File: src/rtl/cwc_trace_reader.sv
// rtl/cwc_trace_reader.sv - ChipWatcher trace buffer read-back onto the JTAG trace scan chain
module cwc_trace_reader #(
    parameter int DATA_W = 8,
    parameter int ADDR_W = 16,
    parameter int DEPTH  = 1024
) (
    input  logic              jtck,
    input  logic              jrstn,
    input  logic [1:0]        jscan,
    input  logic              jshift,
    input  logic              jupdate,
    output logic              jtdo,
    input  logic              capt_done,
    input  logic [ADDR_W-1:0] capt_ptr,
    output logic              rd_ce,
    output logic [ADDR_W-1:0] rd_addr,
    input  logic [DATA_W-1:0] rd_data,
    output logic              busy,
    output logic              done
);
    localparam int CNT_W = $clog2(DEPTH + 1);
    localparam int BIT_W = $clog2(DATA_W);
    localparam logic [ADDR_W-1:0] LAST_ADDR = ADDR_W'(DEPTH - 1);
    localparam logic [CNT_W-1:0]  DEPTH_CNT = CNT_W'(DEPTH);
    localparam logic [BIT_W-1:0]  LAST_BIT  = BIT_W'(DATA_W - 1);

    typedef enum logic [1:0] {IDLE, PRIME, SHIFT, DONE} state_t;

    state_t              state_q;
    logic                jtdo_q, rd_ce_q, rd_pend_q, busy_q, done_q, nxt_valid_q;
    logic [ADDR_W-1:0]   rd_addr_q, rd_ptr_q;
    logic [DATA_W-1:0]   shreg_q, nxt_q;
    logic [CNT_W-1:0]    fetch_left_q, word_left_q;
    logic [BIT_W-1:0]    bitcnt_q;

    logic                sel, shift_en, arm, fetch_go;
    logic [ADDR_W-1:0]   start_ptr_d, rd_ptr_inc;
    logic                unused_jscan0;

    assign unused_jscan0 = jscan[0];
    assign sel           = jscan[1];
    assign shift_en      = sel & jshift;
    assign arm           = jupdate & sel & capt_done;
    assign start_ptr_d   = (capt_ptr == LAST_ADDR) ? '0 : capt_ptr + ADDR_W'(1);
    assign rd_ptr_inc    = (rd_ptr_q == LAST_ADDR) ? '0 : rd_ptr_q + ADDR_W'(1);
    // At most one read outstanding: issued (rd_ce_q) or awaiting capture (rd_pend_q)
    assign fetch_go      = busy_q & ~nxt_valid_q & (fetch_left_q != '0) & ~rd_ce_q & ~rd_pend_q;

    always_ff @(posedge jtck or negedge jrstn) begin
        if (!jrstn) begin
            state_q      <= IDLE;
            jtdo_q       <= 1'b0;
            rd_ce_q      <= 1'b0;
            rd_pend_q    <= 1'b0;
            rd_addr_q    <= '0;
            rd_ptr_q     <= '0;
            busy_q       <= 1'b0;
            done_q       <= 1'b0;
            nxt_valid_q  <= 1'b0;
            nxt_q        <= '0;
            shreg_q      <= '0;
            fetch_left_q <= '0;
            word_left_q  <= '0;
            bitcnt_q     <= '0;
        end else begin
            rd_ce_q   <= 1'b0;
            rd_pend_q <= rd_ce_q;
            if (arm) begin
                // First fetch goes out on the arm edge so SHIFT is reached 3 cycles later
                state_q      <= PRIME;
                busy_q       <= 1'b1;
                done_q       <= 1'b0;
                jtdo_q       <= 1'b0;
                nxt_valid_q  <= 1'b0;
                rd_pend_q    <= 1'b0;
                rd_ce_q      <= 1'b1;
                rd_addr_q    <= start_ptr_d;
                rd_ptr_q     <= (start_ptr_d == LAST_ADDR) ? '0 : start_ptr_d + ADDR_W'(1);
                fetch_left_q <= DEPTH_CNT - CNT_W'(1);
                word_left_q  <= DEPTH_CNT;
                bitcnt_q     <= '0;
            end else begin
                if (fetch_go) begin
                    rd_ce_q      <= 1'b1;
                    rd_addr_q    <= rd_ptr_q;
                    rd_ptr_q     <= rd_ptr_inc;
                    fetch_left_q <= fetch_left_q - CNT_W'(1);
                end
                if (rd_pend_q) begin
                    nxt_q       <= rd_data;
                    nxt_valid_q <= 1'b1;
                end
                case (state_q)
                    IDLE: jtdo_q <= 1'b0;
                    PRIME: begin
                        if (nxt_valid_q) begin
                            shreg_q     <= nxt_q;
                            jtdo_q      <= nxt_q[0];
                            nxt_valid_q <= 1'b0;
                            bitcnt_q    <= '0;
                            state_q     <= SHIFT;
                        end
                    end
                    SHIFT: begin
                        if (shift_en) begin
                            if (bitcnt_q == LAST_BIT) begin
                                word_left_q <= word_left_q - CNT_W'(1);
                                if (word_left_q == CNT_W'(1)) begin
                                    state_q <= DONE;
                                    busy_q  <= 1'b0;
                                    done_q  <= 1'b1;
                                    jtdo_q  <= 1'b0;
                                    shreg_q <= '0;
                                end else begin
                                    shreg_q     <= nxt_q;
                                    jtdo_q      <= nxt_q[0];
                                    nxt_valid_q <= 1'b0;
                                    bitcnt_q    <= '0;
                                end
                            end else begin
                                shreg_q  <= shreg_q >> 1;
                                jtdo_q   <= shreg_q[1];
                                bitcnt_q <= bitcnt_q + BIT_W'(1);
                            end
                        end
                    end
                    default: jtdo_q <= 1'b0;
                endcase
            end
        end
    end

    assign jtdo    = jtdo_q;
    assign rd_ce   = rd_ce_q;
    assign rd_addr = rd_addr_q;
    assign busy    = busy_q;
    assign done    = done_q;
endmodule

File: config.mk
export PLATFORM = sky130hd
export DESIGN_NAME = cwc_trace_reader
export DESIGN_NICKNAME = d
export VERILOG_FILES = /design/src/rtl/cwc_trace_reader.sv
export SDC_FILE = /design/constraint.sdc
export NUM_CORES = 1
export LEC_CHECK = 0
export CAP_MARGIN = 20
export CORE_ASPECT_RATIO = 0.6
export CORE_UTILIZATION = 50
export CTS_BUF_LIST = sky130_fd_sc_hd__clkbuf_8
export DETAILED_ROUTE_END_ITERATION = 8
export PLACE_DENSITY = 0.72
export SLEW_MARGIN = 20
export SYNTH_ARGS = -nofsm -noshare
export SYNTH_HDL_FRONTEND = slang
export SYNTH_SLANG_ARGS = --single-unit
export TNS_END_PERCENT = 10
File: constraint.sdc
create_clock -name jtck -period 4.1 [get_ports jtck]
set_clock_uncertainty 0.05 [all_clocks]
set_input_delay 1.23 -clock jtck [delete_from_list [all_inputs] [get_ports jtck]]
set_output_delay 1.23 -clock jtck [all_outputs]
set_load 0.05 [all_outputs]
==> results.md <==
Outcome:
- The flow ran to the end, and the final reports show no timing, DRC or antenna violations.

Die:
- In this run the core area contains 27 standard-cell rows.
- The area inside the core boundary is 9290 um^2.
- The initial utilization of the core area, before any placement, comes to 52.3%.
- The die area is 10100 um^2.
- The die width is roughly 130 um.
- 51 I/O pins were placed.
- The floorplan die height is around 80 um.

Placement:
- Routability-driven placement finished with a final weighted congestion of 0.897.
- The count of port buffers added during placement is 49.
- The wire-length estimate of the detail-placed layout is 8.42 mm.

Power:
- The peak ir drop on the vdd network is 0.000432 V.
- The power density over cell area is 633 nW/um^2.
- The leakage power summed over all cells is between 0.002 and 0.0025 uW.

Critical path:
- Data arrives at the worst endpoint at 3.89 ns.
- The worst setup path is captured at a register.
- The type of the setup path with the least slack is in2reg.
- At the worst endpoint, the required time is 4.29 ns.
- The highest fanout seen on the critical path is 12.
- The worst setup path is launched from a primary input.

Clocking:
- The quantity of gates resized following cts is 0.
- The clock sink total is 80.
- The post-cts hold buffer count is 0.
- The tree is rooted in a clkbuf_8.
- Clock-pin slew was measured on the worst setup and hold paths at 0.08 ns.
- The clock tree from TritonCTS is done.
- CTS built an H-tree with a depth of 3.
- The post-CTS setup buffer count is 0.
- The worst-case clock buffer depth is 2.
- The worst-skew pair later-pin latency is 0.36 ns.
- The number of clock buffers added by TritonCTS is 9.

Route:
- The wire length after detailed routing is 11.6 mm.
- The detailed-route via count is 4253.
- The pre-antenna-repair detailed-routing pass consisted of 7 iterations.
- After detailed routing, the number of remaining DRC violations is 0.
- The highest routed metal layer is met4.
- After detailed routing, the average wire length per cell comes to 16.0 um.
- The routed wire length on met3 is 645 um.
- The number of design-rule violations left by the first detailed-router iteration is 370.
- After detailed routing, the number of vias per cell comes to just under 6.
- The detailed router put a total of 5.81 mm of wire on met1.
- In this run the remaining antenna-violating nets after routing total 0.
- The met2 wire length is 5.00 mm.

Global routing:
- The number of global-route vias before repair came to 4034.
- Entering global routing, the biggest net connects 81 pins.
- The first global-routing pass estimated 19.5 mm of wire.
- Global routing used 24.7% of the available tracks.
- The global-route congestion overflow total is 0.
- The number of antenna violations at the first check in global routing is 0.

Finish:
- The final layout contains approximately 630 nets.
- The end-of-flow core utilization is 62.9%.
- Relative to the synthesized area, the layout overhead comes to 20.3%.
- The most common library cell in the layout ignoring fill and taps is dfrtp_1.
- In the layout the commonest cells are 80 x dfrtp_1, 66 x nand2_1, 48 x clkdlybuf4s50_1, 44 x o21ai_0, 38 x nor2_1.
- The post-route netlist has 13.4% of its cells at a drive strength greater than 1.
- The number of antenna diodes in the final layout is 0.

Synthesis:
- The yosys synthesis warning count is 0.
- The share of synthesized area occupied by flip-flops and latches is about two fifths.
- The unique cell type count in the Yosys netlist is 66.
- For this run, the leading register cell type out of synthesis is dfrtp_1.
- The count of state elements after synthesis is 80.
- After synthesis, the share of flip-flops with an asynchronous set or reset is 100%.
- The number of nets produced by synthesis is between 500 and 600.
- The number of enable flip-flop cells after synthesis is 0.
- After technology mapping, the gate count stands at 530.
- The cell area that synthesis handed to floorplanning was 4860 um^2.
- A synthesized cell averages 9.16 um^2.

STA:
- The worst relative slew slack is around two fifths.
- Setup violations remaining at the end of the flow were counted as 0.
- The total count of max-transition violations in the final report is 0.
- Adding up every negative setup slack in the final design gives 0 ns.
- The number of failing hold endpoints at the final stage is 0.
- The achievable clock frequency is 0.270 GHz.
- For the pin with the worst max-slew slack, the measured transition is 0.872 ns.
- Setup repair after global routing left no endpoint under its margin.
- Dividing the final minimum period by the clock period gives 90.3%.
- Counting I/O delays and the setup requirement, the final critical path takes about 3.7 ns.

Run:
- Across the run, the number of max-cap violations was 0.

Worst hold path:
- The path class of the lowest-slack min-delay path is reg2reg.
[layout make-up]
type	count	area, um^2
Fill cell	754	3450
Clock buffer	10	138
Timing Repair Buffer	81	744
Multi-Input combinational cell	404	2660
Tap cell	130	163
Sequential cell	80	2000
Inverter	17	63.8
Clock inverter	6	76.3
[metrics by stage]
step / instance area [um^2] / instances / total power (uW) / hold slack (ns) / setup WS [ns]
2_1_floorplan: 4860 / 530 / 2550 / 0.413 / 0.648
3_3_place_gp: 5620 / 712 / 2990 / 0.433 / 0.0792
3_5_place_dp: 5620 / 712 / 3060 / 0.436 / 0.0533
4_1_cts: 5840 / 728 / 3700 / 0.459 / 0.442
5_1_grt: 5840 / 728 / 3950 / 0.488 / 0.269
6_report: 5840 / 728 / 3700 / 0.456 / 0.396
[synthesized netlist by cell type (all sizes together), types with 2 or more instances]
cell type / number / area [um^2]
dfrtp: 80 / 2000
nand2: 66 / 248
o21ai: 50 / 250
nor2: 38 / 143
a21oi: 22 / 110
xor2: 21 / 184
clkbuf: 19 / 71.3
nand3: 19 / 108
nor3: 19 / 95.1
xnor2: 19 / 166
inv: 17 / 63.8
mux2: 16 / 180
buf: 10 / 63.8
ha: 10 / 125
mux2i: 10 / 100
nor4: 10 / 83.8
or3: 10 / 67.6
a22oi: 9 / 67.6
nand4: 9 / 56.3
and3: 8 / 50.1
o221ai: 6 / 83.8
a31oi: 5 / 31.3
o31ai: 5 / 51.3
or4: 5 / 37.5
and2: 4 / 25.0
nor2b: 4 / 25.0
o31a: 4 / 35.0
nor4b: 3 / 32.5
a211oi: 2 / 20.0
and4: 2 / 17.5
nand3b: 2 / 15.0
nor3b: 2 / 15.0
o21a: 2 / 15.0
[path summary, 6_finish.rpt]
path | start | endpoint | slack, ns | cells after the start
setup / recovery | capt_ptr[4] | rd_ptr_q[0]$_DFFE_PN0P_ | 0.40 | 8
max in group asynchronous | jrstn | rd_ptr_q[14]$_DFFE_PN0P_ | 2.66 | 1
min in group asynchronous | jrstn | shreg_q[2]$_DFFE_PN0P_ | 0.84 | 1
setup reg to reg | fetch_left_q[0]$_DFFE_PN0P_ | rd_ptr_q[13]$_DFFE_PN0P_ | 0.93 | 10
hold / removal | done$_DFFE_PN0P_ | done$_DFFE_PN0P_ | 0.46 | 2
hold reg to reg | done$_DFFE_PN0P_ | done$_DFFE_PN0P_ | 0.46 | 2
[worst max-delay path, stage by stage]
cell,delay [ns]
clkdlybuf4s50_1,0.56
nand4_1,0.38
o31ai_1,0.39
a311oi_1,0.15
or4b_4,0.58
o31ai_4,0.30
buf_12,0.18
o221ai_1,0.11
[kinds of logic (layout without fill, tap and decap cells)]
group	Yosys count	count (layout)	synth area share, %
simple gates	207	207	22.1
compound gates	121	121	17.0
flops	80	80	41.2
buf+inv	46	114	4.10
xor+xnor	40	40	7.21
mux	26	26	5.77
fa+ha+maj	10	10	2.58
[flip-flops by register name, summed over array words and instances, names as in the netlist, 2 cells and up]
register,count
rd_addr,16
rd_ptr_q,16
fetch_left_q,11
word_left_q,11
nxt_q,8
shreg_q,7
bitcnt_q,3
state_q,2
[routing by layer]
| metal | vias to the layer above | global-route usage, % |
|---|---|---|
| met4 | 0 | 6.82 |
| met2 | 132 | 35.3 |
| li1 | 2030 | - |
| met3 | 17 | 6.41 |
| met5 | - | 0 |
| met1 | 2074 | 36.5 |
[power breakdown]
group / internal (uW) / switching [uW] / leakage, uW / total (uW)
clock: 352 / 283 / 0.000120 / 635
sequential: 1110 / 282 / 0.000934 / 1390
combinational: 693 / 984 / 0.00128 / 1680
total: 2150 / 1550 / 0.00234 / 3700
No activity file was read; power rests on OpenSTA's default activity.
